==> config.mk <==
export PLATFORM = sky130hd
export DESIGN_NAME = leb128_decoder
export DESIGN_NICKNAME = d
export VERILOG_FILES = /design/src/rtl/leb128_decoder.sv
export SDC_FILE = /design/constraint.sdc
export NUM_CORES = 1
export LEC_CHECK = 0
export CORE_UTILIZATION = 50
export CTS_CLUSTER_SIZE = 40
export DETAILED_ROUTE_END_ITERATION = 8
export PLACE_DENSITY = 0.86
export SYNTH_ARGS = -nofsm -noshare
export SYNTH_HDL_FRONTEND = slang
export SYNTH_SLANG_ARGS = --single-unit
export TNS_END_PERCENT = 20
==> constraint.sdc <==
create_clock -name clk -period 3.65 [get_ports clk]
set_input_delay 0.365 -clock clk [delete_from_list [all_inputs] [get_ports clk]]
set_output_delay 0.365 -clock clk [all_outputs]
set_load 0.01 [all_outputs]
==> src/rtl/leb128_decoder.sv <==
// leb128_decoder: streaming one-byte-per-cycle LEB128 immediate decoder with malformed-encoding detection
module leb128_decoder #(
    parameter int OUT_W = 64,
    parameter int LEN_W = 4
) (
    input  logic             clk,
    input  logic             reset,
    input  logic             start,
    input  logic             is_signed,
    input  logic             is_64,
    input  logic             in_valid,
    input  logic [7:0]       in_byte,
    output logic             in_ready,
    output logic             out_valid,
    output logic [OUT_W-1:0] out_value,
    output logic [LEN_W-1:0] out_len,
    input  logic             out_ready,
    output logic             error
);
    typedef enum logic [1:0] {IDLE, ACCUM, DONE, ERR} state_t;
    state_t             state;
    logic               sgn;
    logic               w64;
    logic [OUT_W-1:0]   acc;
    logic [LEN_W-1:0]   count;
    logic               launch;
    logic               accept;
    logic               last;
    logic               term;
    logic               bad;
    logic [6:0]         shift;
    logic [6:0]         nbits;
    logic [OUT_W-1:0]   acc_next;
    logic [OUT_W-1:0]   sval;
    logic [OUT_W-1:0]   fin;
    // Byte accumulation, terminating-byte validation and final sign/zero extension
    always_comb begin
        launch   = start && (state == IDLE || state == ERR || (state == DONE && out_ready));
        accept   = state == ACCUM && in_valid && in_ready;
        last     = count == (w64 ? LEN_W'(9) : LEN_W'(4));
        term     = !in_byte[7] || last;
        shift    = 7'(count) * 7'd7;
        nbits    = shift + 7'd7;
        acc_next = acc | ({{(OUT_W-7){1'b0}}, in_byte[6:0]} << shift);
        bad      = in_byte[7] ? last :
                   !last ? 1'b0 :
                   w64 ? (sgn ? !(in_byte[6:0] == 7'h00 || in_byte[6:0] == 7'h7f) : |in_byte[6:1]) :
                   (sgn ? in_byte[6:4] != {3{in_byte[3]}} : |in_byte[6:4]);
        sval     = acc_next | ((sgn && in_byte[6]) ? ({OUT_W{1'b1}} << nbits) : '0);
        fin      = w64 ? sval :
                   sgn ? {{(OUT_W-32){sval[31]}}, sval[31:0]} : {{(OUT_W-32){1'b0}}, sval[31:0]};
    end
    // Control FSM with registered handshakes, result and error flag
    always_ff @(posedge clk) begin
        if (reset) begin
            state     <= IDLE;
            sgn       <= 1'b0;
            w64       <= 1'b0;
            acc       <= '0;
            count     <= '0;
            out_value <= '0;
            out_len   <= '0;
            in_ready  <= 1'b0;
            out_valid <= 1'b0;
            error     <= 1'b0;
        end else if (launch) begin
            state     <= ACCUM;
            sgn       <= is_signed;
            w64       <= is_64;
            acc       <= '0;
            count     <= '0;
            in_ready  <= 1'b1;
            out_valid <= 1'b0;
            error     <= 1'b0;
        end else if (accept) begin
            acc   <= acc_next;
            count <= count + LEN_W'(1);
            if (term) begin
                in_ready <= 1'b0;
                if (bad) begin
                    state <= ERR;
                    error <= 1'b1;
                end else begin
                    state     <= DONE;
                    out_value <= fin;
                    out_len   <= count + LEN_W'(1);
                    out_valid <= 1'b1;
                end
            end
        end else if (state == DONE && out_ready) begin
            state     <= IDLE;
            out_valid <= 1'b0;
        end
    end
endmodule

==> results.md <==
* Status: finished clean
* Critical setup path kind: reg -> reg
* WP data arrival at 3.62 ns
* Endpoints failing hold at 0
* Top cells by area, synth: dfxtp_1 42%, a21oi_1 9.2%, a211oi_1 5.5%, nor2_1 4.9%, o21ai_0 3.8%
* CTS tree: built
* Yosys Warn Count at 0
* Worst slew pin tran at ~1.2 ns
* Worst Min Path Start: reset
* Row cnt at 42
* Post-CTS Setup Inserts at 0
* Ant. Diodes at 0
* Post-synth EDFFs at 0
* Layout cell share with drive strength beyond 1 at about a tenth
* Initial antenna violation count at 0
* H-tree depth at 4
* Maximum VDD drop at ~260 uV
* Post-synthesis compound-gate area fraction at roughly 33%
* DRC marker count from the first detailed-route iteration at between 800 and 900
* Switching share of power at roughly 23%
* CTS Buf Count at 17
* Num ports at between 80 and 90
* Pwr per Cell Area at ~430 mW/mm^2
* Distinct cell type count after synthesis at 58
* Routed WL at 21700 um
* DRC errors left at 0
* Switching power at between 0.8 and 0.9 mW
* Gr ovfl total at 0
* Initial Utilization at between 50% and 60%
* Final clock skew at just under 0.007 ns
* Syn-to-layout area delta at 26.0%
* Reg-to-reg endpoint: out_value[33]$_SDFFE_PP0P_
* Clock share of power at ~50%
* GR Util All Layers at between 30% and 40%
* WP data required at slightly below 4 ns
* Max-slew headroom at between 20% and 30%
* Mean Syn Cell Area at around 8.2 sq um
* Mean routed wirelength per cell at around 20 um
* Primary FF master, synth: dfxtp_1
* Post-CTS Resized at 0
* TNS Setup at 0 ns
* CP startpoint: count[1]$_SDFFE_PP0P_
* Root buffer cell: clkbuf_16
* Synth area leader: dfxtp_1
* FMAX at approximately 300 MHz
* Core Region at about 0.013 sq mm
* Cell Area, Synth at between 0.006 and 0.007 sq mm
* Startpoint Class: flip-flop
* Die area at 0.0142 sq mm
* Seq pwr share at between 40% and 50%
* CTS Hold Buffers Added at 0
* Post-synthesis mux area share at less than 1%
* Final worst path period need at around 3.3 ns
* Register clock-pin slew on the reported worst setup and hold paths at 0.06 ns
* Clk sink count at ~140
* Die width at 119 um
* Reg-to-reg startpoint: count[1]$_SDFFE_PP0P_
* Max-cap viol count at 0
* Commonest non-fill, non-tap cells in the layout: 141 x dfxtp_1, 126 x a21oi_1, 89 x nor2_1
* Deepest clock path buffer count at 2
* Setup Viol. Count Final at 0
* Vias in the first global route at between 6000 and 7000
* P_int at around 2.8 mW
* Cells on worst reg2reg path at 13
* Post-DP HPWL at roughly 14000 um
* Sequential fraction of the synthesis area at between 40% and 50%
* Worst-Skew Late Latency at between 0.4 and 0.5 ns
* Drt pass-1 iters at 8
* Xor and xnor area share after synthesis at under 10%
* RSZ-0062 raised after global routing: no
* Final instance area at between 0.008 and 0.009 sq mm
* Setup slack, reg-to-reg at about 0.31 ns
* Vias per cell at 6.44
* Via Count at roughly 7000
* Final period util at between 90% and 100%
* Pin count of the biggest net entering global routing at a little over 70
* Placed Area at 0.00799 sq mm
* Final Max Slew Viols at 0
* Routability Congestion at about 1
* Routed Antenna Nets at 0
* Leak at about 3.2 nW
* Worst Setup End Kind: flip-flop
* Combinational Power Share at under 10%
* Nets at approximately 940
* Die Ht at approximately 120 um
* Syn_nets at roughly 870
* Post-Synth Adder-Cell Area at 4.06%
* Number of synthesized register bits at roughly 140
* Post-Synth Simple-Gate Area at 13.4%
* Maximum fanout along the worst path at 29
* CP endpoint: out_value[33]$_SDFFE_PP0P_
* Post-synth ARST share at 0%
* # port buffers at 85
* First-pass GRT wire length at 34800 um
* Most common cell after layout, fill and taps aside: dfxtp_1
* Syn Inst Count at 830
* Yosys top cell area share at 41.8%
* Main combinational cell family by area after synthesis: compound AO/OA/AOI/OAI gates
* Worst hold path class: in -> reg
cell type report:
class	count	area, sq um
Multi-Input combinational cell	586	3560
Sequential cell	143	2870
Clock inverter	10	161
Tap cell	176	220
Timing Repair Buffer	130	1270
Fill cell	1097	4680
Clock buffer	20	457
Inverter	21	78.8
power by group through the flow:
stage          Clock (mW)  Sequential (mW)  Combinational [mW]
3_3_place_gp            0             1.62               0.249
4_1_cts              1.85             1.59               0.254
2_1_floorplan           0             1.62               0.144
3_5_place_dp            0             1.62               0.254
6_report             1.84             1.59               0.260
5_1_grt              1.91             1.59               0.276
kinds of logic (layout without fill, tap and decap cells):
kind of cell | after synthesis | in the layout
adder cells (fa/ha/maj) | 21 | 21
AND/OR/NAND/NOR | 201 | 201
XOR/XNOR | 8 | 8
flip-flops | 143 | 143
AO/OA/AOI/OAI | 354 | 354
buffers and inverters | 101 | 181
multiplexers | 2 | 2
state kept, by name, summed over array words and instances, names as in the netlist:
signal	flops
w64	1
in_ready	1
acc	64
out_len	4
sgn	1
count	4
out_valid	1
out_value	64
state	2
error	1
worst max-delay path, cell delays in order (launching register included):
cell	delay, ns
dfxtp_2	0.33
inv_1	0.06
fa_1	0.53
inv_1	0.05
ha_1	0.27
ha_1	0.28
and3_1	0.19
a221oi_2	0.28
mux2i_2	0.43
buf_12	0.23
nor2_1	0.07
buf_4	0.14
a22oi_1	0.20
a211oi_1	0.11
routing by layer:
layer | global-route usage (%) | part of all wire [%] | wire [um] | vias to the layer above
met4 | 13.7 | 3.1 | 674 | 0
met2 | 48.8 | 46 | 9870 | 399
met3 | 7.61 | 10 | 2200 | 71
met5 | 0 | 0 | 0 | -
li1 | - | - | - | 3213
met1 | 41.9 | 41 | 8940 | 3312
through the flow:
| step | total power [mW] | utilization, % | instances | hold WS [ns] | setup WS, ns |
|---|---|---|---|---|---|
| 4_1_cts | 3.69 | 64.7 | 1086 | 0.287 | 0.156 |
| 3_5_place_dp | 1.87 | 60.1 | 1056 | 0.457 | 0.189 |
| 3_3_place_gp | 1.87 | 60.1 | 1056 | 0.448 | 0.274 |
| 5_1_grt | 3.78 | 64.8 | 1086 | 0.285 | 0.0531 |
| 6_report | 3.69 | 64.8 | 1086 | 0.290 | 0.311 |
| 2_1_floorplan | 1.77 | - | 830 | 0.437 | 0.00788 |
Yosys cell counts (2+ instances only):
cell	n
a211oi_1	50
a21o_1	22
a21oi_1	126
a221oi_1	11
a22oi_1	5
a311oi_1	20
a31o_2	8
a31oi_1	34
and2_1	3
and3_1	4
buf_1	3
buf_2	9
buf_4	5
buf_6	2
buf_8	2
clkbuf_1	59
dfxtp_1	143
fa_1	2
ha_1	19
inv_1	21
mux2i_1	2
nand2_1	37
nand2b_1	7
nand3_1	13
nand3b_1	2
nor2_1	89
nor3_1	26
nor4_1	3
o211a_1	9
o211ai_1	2
o21ai_0	52
o22ai_1	3
or2_2	2
or3_1	4
or4_1	2
xnor2_1	6
xor2_1	2
worst min path at each step:
stage | depth (start not counted) | end | slack (ns)
2_1_floorplan | 2 | acc[22]$_SDFFE_PP0P_ | 0.44
3_3_place_gp | 2 | acc[55]$_SDFFE_PP0P_ | 0.45
3_5_place_dp | 2 | acc[55]$_SDFFE_PP0P_ | 0.46
4_1_cts | 3 | out_value[31]$_SDFFE_PP0P_ | 0.29
5_1_grt | 3 | out_value[50]$_SDFFE_PP0P_ | 0.29
6_report | 3 | out_value[31]$_SDFFE_PP0P_ | 0.29
Note: power is estimated with default switching activity, not from simulation.
